**src/rtl/cdc_handshake_tx.sv**
```systemverilog
// Purpose : source half of a 4-phase req/ack CDC; holds one Width-bit word on data_o while req_o is raised.
// Latency : req_o rises 1 cycle after accept; ideal round trip is 2*SyncStages+2 clk_i cycles plus far-end delay.
// Backpress: ready_o low from accept until the synchronised ack has fallen again; valid_i is ignored meanwhile.
//
// Ports
//   clk_i    in   1      source-domain clock
//   rst_ni   in   1      asynchronous, active-low reset
//   valid_i  in   1      upstream word valid
//   ready_o  out  1      word can be accepted this cycle
//   data_i   in   Width  upstream word
//   req_o    out  1      request to far domain (registered)
//   data_o   out  Width  word held for the far domain (registered)
//   ack_i    in   1      acknowledge from far domain (asynchronous)
//   busy_o   out  1      handshake in progress
//   err_o    out  1      sticky watchdog error
//
// Optional feature: define CDC_TX_TIMEOUT_EN to build the watchdog counter
// that drives err_o. Without it err_o is tied low and TimeoutCycles is unused.

module cdc_handshake_tx #(
    parameter int unsigned Width         = 32,
    parameter int unsigned SyncStages    = 2,
    parameter int unsigned TimeoutCycles = 1024
) (
    input  logic             clk_i,
    input  logic             rst_ni,
    input  logic             valid_i,
    output logic             ready_o,
    input  logic [Width-1:0] data_i,
    output logic             req_o,
    output logic [Width-1:0] data_o,
    input  logic             ack_i,
    output logic             busy_o,
    output logic             err_o
);

    // ------------------------------------------------------------------
    // Elaboration-time parameter checks
    // ------------------------------------------------------------------
    if (Width < 1) begin : g_chk_width
        $fatal(1, "cdc_handshake_tx: Width must be >= 1");
    end

    // A single flop would pass metastability straight into the FSM.
    if (SyncStages < 2) begin : g_chk_sync
        $fatal(1, "cdc_handshake_tx: SyncStages must be >= 2");
    end

    if (TimeoutCycles < 2) begin : g_chk_timeout
`ifdef CDC_TX_TIMEOUT_EN
        $fatal(1, "cdc_handshake_tx: TimeoutCycles must be >= 2");
`endif
    end

    // ------------------------------------------------------------------
    // Types and state
    // ------------------------------------------------------------------
    typedef enum logic [1:0] {
        ST_IDLE = 2'd0,
        ST_REQ  = 2'd1,
        ST_DROP = 2'd2
    } state_e;

    state_e state_q;
    state_e state_d;

    logic             req_q;
    logic             req_d;
    logic [Width-1:0] data_q;
    logic             load;

    // ------------------------------------------------------------------
    // ack_i synchroniser
    // ------------------------------------------------------------------
    // Plain shift chain; the last stage is the only one the FSM may look at.
    // Resetting it to 0 means a far end that is still acking after reset
    // becomes visible SyncStages cycles after release, not immediately.
    logic [SyncStages-1:0] ack_sync_q;
    logic                  ack_s;

    always_ff @(posedge clk_i or negedge rst_ni) begin
        if (!rst_ni) begin
            ack_sync_q <= '0;
        end else begin
            ack_sync_q <= {ack_sync_q[SyncStages-2:0], ack_i};
        end
    end

    assign ack_s = ack_sync_q[SyncStages-1];

    // ------------------------------------------------------------------
    // Handshake FSM: state register
    // ------------------------------------------------------------------
    always_ff @(posedge clk_i or negedge rst_ni) begin
        if (!rst_ni) begin
            state_q <= ST_IDLE;
            req_q   <= 1'b0;
        end else begin
            state_q <= state_d;
            req_q   <= req_d;
        end
    end

    // ------------------------------------------------------------------
    // Handshake FSM: next state
    // ------------------------------------------------------------------
    // IDLE -> REQ  : word accepted, raise req
    // REQ  -> DROP : far end has seen the word (ack_s high), drop req
    // DROP -> IDLE : far end has returned ack to zero
    // An ack that glitches low while in REQ simply keeps us waiting in REQ.
    always_comb begin
        state_d = state_q;
        req_d   = req_q;
        load    = 1'b0;
        unique case (state_q)
            ST_IDLE: begin
                req_d = 1'b0;
                if (valid_i && ready_o) begin
                    state_d = ST_REQ;
                    req_d   = 1'b1;
                    load    = 1'b1;
                end
            end
            ST_REQ: begin
                if (ack_s) begin
                    state_d = ST_DROP;
                    req_d   = 1'b0;
                end
            end
            ST_DROP: begin
                req_d = 1'b0;
                if (!ack_s) begin
                    state_d = ST_IDLE;
                end
            end
            default: begin
                state_d = ST_IDLE;
                req_d   = 1'b0;
            end
        endcase
    end

    // ------------------------------------------------------------------
    // Held data word
    // ------------------------------------------------------------------
    // Loaded only on accept, so it is frozen for the whole REQ and DROP
    // phases and keeps its last value through IDLE.
    always_ff @(posedge clk_i or negedge rst_ni) begin
        if (!rst_ni) begin
            data_q <= '0;
        end else if (load) begin
            data_q <= data_i;
        end
    end

    // ------------------------------------------------------------------
    // Outputs
    // ------------------------------------------------------------------
    // ready_o also waits for ack_s low so a stale far-end ack (after reset
    // or a reset mid-handshake) can never be mistaken for the next word's ack.
    assign ready_o = (state_q == ST_IDLE) && !ack_s;
    assign busy_o  = (state_q != ST_IDLE);
    assign req_o   = req_q;
    assign data_o  = data_q;

    // ------------------------------------------------------------------
    // Watchdog
    // ------------------------------------------------------------------
`ifdef CDC_TX_TIMEOUT_EN
    localparam int unsigned CntW = $clog2(TimeoutCycles + 1);
    localparam logic [CntW-1:0] CntMax = CntW'(TimeoutCycles);
    localparam logic [CntW-1:0] CntOne = CntW'(1);

    logic [CntW-1:0] wd_cnt_q;
    logic            err_q;

    // Counts cycles spent in REQ or DROP since the last accept and
    // saturates at TimeoutCycles. The error flag is raised on the same edge
    // the count reaches the limit; the handshake itself keeps going.
    always_ff @(posedge clk_i or negedge rst_ni) begin
        if (!rst_ni) begin
            wd_cnt_q <= '0;
            err_q    <= 1'b0;
        end else begin
            if (load) begin
                wd_cnt_q <= '0;
            end else if (busy_o && (wd_cnt_q != CntMax)) begin
                wd_cnt_q <= wd_cnt_q + CntOne;
            end

            if (busy_o && (wd_cnt_q == CntMax - CntOne)) begin
                err_q <= 1'b1;
            end
        end
    end

    assign err_o = err_q;
`else
    assign err_o = 1'b0;
`endif

    // ------------------------------------------------------------------
    // Protocol invariants
    // ------------------------------------------------------------------
`ifndef SYNTHESIS
    // The far end samples data_o while it sees req high, and the word must
    // also stay put during the return-to-zero phase.
    a_data_stable: assert property (
        @(posedge clk_i) disable iff (!rst_ni)
        (req_o || (state_q == ST_DROP)) |=> $stable(data_o)
    );

    // req is high exactly while in REQ.
    a_req_state: assert property (
        @(posedge clk_i) disable iff (!rst_ni)
        req_o == (state_q == ST_REQ)
    );

    // Never offer to accept while a handshake is open.
    a_ready_idle: assert property (
        @(posedge clk_i) disable iff (!rst_ni)
        ready_o |-> !busy_o
    );
`endif

endmodule
```
**config.mk**
```make
export PLATFORM = sky130hd
export DESIGN_NAME = cdc_handshake_tx
export DESIGN_NICKNAME = d
export VERILOG_FILES = /design/src/rtl/cdc_handshake_tx.sv
export SDC_FILE = /design/constraint.sdc
export NUM_CORES = 1
export LEC_CHECK = 0
export BUFFER_PORTS_ARGS = -buffer_cell sky130_fd_sc_hd__clkbuf_2
export CORE_MARGIN = 3
export CORE_UTILIZATION = 44
export DETAILED_ROUTE_END_ITERATION = 12
export PLACE_DENSITY = 0.77
export SYNTH_ARGS = -nofsm -noshare
export SYNTH_HDL_FRONTEND = slang
export SYNTH_SLANG_ARGS = --single-unit
```
**constraint.sdc**
```tcl
create_clock -name clk_i -period 2.3 [get_ports clk_i]
set_clock_uncertainty 0.15 [all_clocks]
set_input_delay 0.23 -clock clk_i [delete_from_list [all_inputs] [get_ports clk_i]]
set_output_delay 0.23 -clock clk_i [all_outputs]
set_load 0.05 [all_outputs]
```
==> summary.txt <==
Finish
  • Area added between synthesis and finish: 54.2%
  • Share of final-layout standard cells stronger than drive strength 1: 57.3%
  • Total Nets Final: 227
  • Number of diodes added for antenna fixing: 0

Floorplanning
  • Die Span X: 62.5 um
  • Core box area: 2900 sq um
  • Die extent in y: between 60 and 70 um
  • Die Area: 3900 sq um
  • Number of rows created at floorplan: 19
  • Ports placed on the boundary: a little over 70
  • Initial Utilization: 48.4%

Synthesis
  • Count of warnings emitted by yosys: 0
  • Net count of the mapped netlist: 119
  • Number of different library cells in the post-synthesis netlist: 13
  • Proportion of synthesized chip area in sequential cells: 66.0%
  • Number of cells produced by synthesis: 83
  • Cell area after synthesis: 1400 sq um
  • Synthesized flop and latch total: 37
  • Avg Cell Area, Syn: 16.9 sq um

Clock network
  • CTS buffer count: 5
  • Clock-pin transition on the worst setup and hold timing paths: about 100 ps
  • Clock network latency to the later pin of the worst-skew pair: between 300 and 400 ps
  • CTS Root Buffer Type: sky130_fd_sc_hd__clkbuf_4
  • Bufs on Longest Clock Path: 2
  • Clock tree from TritonCTS: done
  • H-tree lvl count: 2
  • Post-CTS sizing: 0
  • Clock sinks: 37

Timing
  • Number of pins with negative max-slew slack in the final report: 0
  • Minimum clock period after layout: about 1900 ps
  • Highest Clock Rate: 532 MHz
  • Period utilisation layout: 81.7%
  • Max-slew headroom at the worst pin: between 40 and 50%
  • Total Negative Setup Slacks: 0 ps
  • Final-report setup violation count: 0
  • Final worst setup slack: 422 ps
  • Least-Margin Pin Slew: 852 ps
  • Unrepaired setup endpoints after global routing: false
  • Number of hold violations in the final report: 0

Drt
  • DR WL/cell: 13.5 um
  • Detailed Route Iter0 Violations: 28
  • Routed vias: 1051
  • Via density per instance: 4.49
  • Wire length reported by the detailed router: 3.16 mm
  • Residual antenna-violating net count after detailed routing: 0
  • Total iterations of the first detailed-routing run: 3
  • Drc violations: 0

Placement
  • Routability cong.: 0.719
  • # port buffers: 70
  • Post-Place Setup Slack: 501 ps

Global route
  • Pin count of the biggest net entering global routing: 38
  • Wire length of the first global-routing pass: 5.47 mm
  • Total track usage: 18.2%
  • Total global routing overflow: 0
  • Number of global-route vias before repair: 1188
  • Initial antenna violation count: 0

Worst setup path
  • Worst-path cell chain: or2_2 -> nor2_1 -> clkbuf_2
  • Critical path capture point type: output pin
  • Kind of cell adding the most delay to the critical path: flip-flops
  • Startpoint-to-endpoint class of the critical path: reg2out
  • Type of origin of the critical path: flip-flop
  • Crit path buf inv count: 1
  • Biggest fanout along the worst timing path: 5
  • Data arrival time of the critical path: 1500 ps
  • Data required time at the worst endpoint: between 1500 and 2000 ps
  • Critical Path Slowest Stage Cell: sky130_fd_sc_hd__dfrtp_1
  • CP max stage delay: 460 ps

Hold path
  • Class of the worst hold path: in2reg

Power and ir drop
  • Peak ir drop on the vdd network: roughly 0.73 mV
  • Leak pwr: 1.06 nW
  • Pwr dens: 1070 nW/um^2

Flow run
  • Maxcap violations: 0

Status
  • Run status: completed
registers in the layout (all words and copies together) (netlist names):
register    cells
req_o           1
data_o         32
state_q         2
ack_sync_q      2
cells in the mapped netlist (all sizes together):
| library cell | count | area share (%) |
|---|---|---|
| conb | 1 | 0.27 |
| dfrtp | 37 | 66 |
| mux2 | 32 | 26 |
| buf | 4 | 2.9 |
| or2 | 1 | 0.45 |
| nor2 | 2 | 0.53 |
| nor4b | 1 | 1.7 |
| mux2i | 1 | 0.71 |
| and2 | 1 | 0.45 |
| nor3 | 2 | 0.71 |
| xor2 | 1 | 0.62 |
layout make-up:
| cell class | count | area (sq um) |
|---|---|---|
| Sequential cell | 37 | 926 |
| Fill cell | 200 | 736 |
| Timing Repair Buffer | 105 | 698 |
| Multi-Input combinational cell | 42 | 437 |
| Tap cell | 42 | 52.6 |
| Clock buffer | 6 | 41.3 |
| Clock inverter | 2 | 10.0 |
layer usage:
metal | share of wire [%] | GRT usage [%] | vias up
met5 | 0 | 0 | -
met4 | 2.2 | 7.99 | 0
met3 | 6.3 | 6.12 | 7
met2 | 56 | 33.2 | 44
met1 | 35 | 18.7 | 496
li1 | - | - | 504
worst reg2reg max path: cells and delay by family (launching register included):
kind,cells,cell delay (ps)
multiplexers,1,400
AND/OR/NAND/NOR,1,280
flip-flops,1,460
buffers and inverters,1,410
report_power, final:
group / leakage [nW] / internal (mW) / switching [mW]
Sequential: 0.437 / 0.820 / 0.0965
Clock: 0.0320 / 0.116 / 0.195
Combinational: 0.593 / 0.307 / 0.784
metrics by stage:
step | hold slack (ps) | cells | power [mW] | util [%] | instance area [sq um]
2_1_floorplan | -216 | 83 | 1.72 | - | 1400
3_3_place_gp | 182 | 192 | 1.95 | 61.1 | 1770
3_5_place_dp | 185 | 192 | 1.98 | 61.1 | 1770
4_1_cts | 24.6 | 234 | 2.34 | 74.6 | 2160
5_1_grt | 37.1 | 234 | 2.44 | 74.6 | 2160
6_report | 27.9 | 234 | 2.32 | 74.6 | 2160
final timing paths:
kind	endpoint	cells after the start	from	slack [ps]
max in group asynchronous	data_o[10]$_DFFE_PN0P_	2	rst_ni	1090
min in group asynchronous	req_o$_DFFE_PN0P_	2	rst_ni	380
worst max register to register	data_o[2]$_DFFE_PN0P_	3	state_q[1]$_DFFE_PN0P_	490
worst min-delay path	state_q[0]$_DFFE_PN0P_	3	valid_i	30
worst min register to register	ack_sync_q[1]$_DFF_PN0_	0	ack_sync_q[0]$_DFF_PN0_	210
worst max-delay path	ready_o	3	state_q[1]$_DFFE_PN0P_	420
what timing repair did:
action	in CTS	in global routing
hold endpoints to repair	70	0
hold buffers	34	0
setup buffers	0	0
kinds of logic after synthesis:
group	Yosys count	share of synthesized area, %
XOR/XNOR	1	0.624
buffers and inverters	4	2.94
flip-flops	37	66.0
multiplexers	33	26.4
other	1	0.267
AND/OR/NAND/NOR	7	3.83
cell usage in the layout (no fill, tap or decap):
| master | count |
|---|---|
| sky130_fd_sc_hd__mux2_1 | 2 |
| sky130_fd_sc_hd__and2_1 | 1 |
| sky130_fd_sc_hd__nor3_1 | 2 |
| sky130_fd_sc_hd__mux2_2 | 30 |
| sky130_fd_sc_hd__buf_4 | 1 |
| sky130_fd_sc_hd__dfrtp_1 | 37 |
| sky130_fd_sc_hd__mux2i_1 | 1 |
| sky130_fd_sc_hd__clkbuf_2 | 70 |
| sky130_fd_sc_hd__conb_1 | 1 |
| sky130_fd_sc_hd__or2_2 | 1 |
| sky130_fd_sc_hd__xor2_1 | 1 |
| sky130_fd_sc_hd__clkbuf_4 | 5 |
| sky130_fd_sc_hd__dlygate4sd3_1 | 34 |
| sky130_fd_sc_hd__nor4b_4 | 1 |
| sky130_fd_sc_hd__clkbuf_1 | 1 |
| sky130_fd_sc_hd__nor2_1 | 2 |
| sky130_fd_sc_hd__clkinv_2 | 2 |
(Power assumes the default switching activity.)
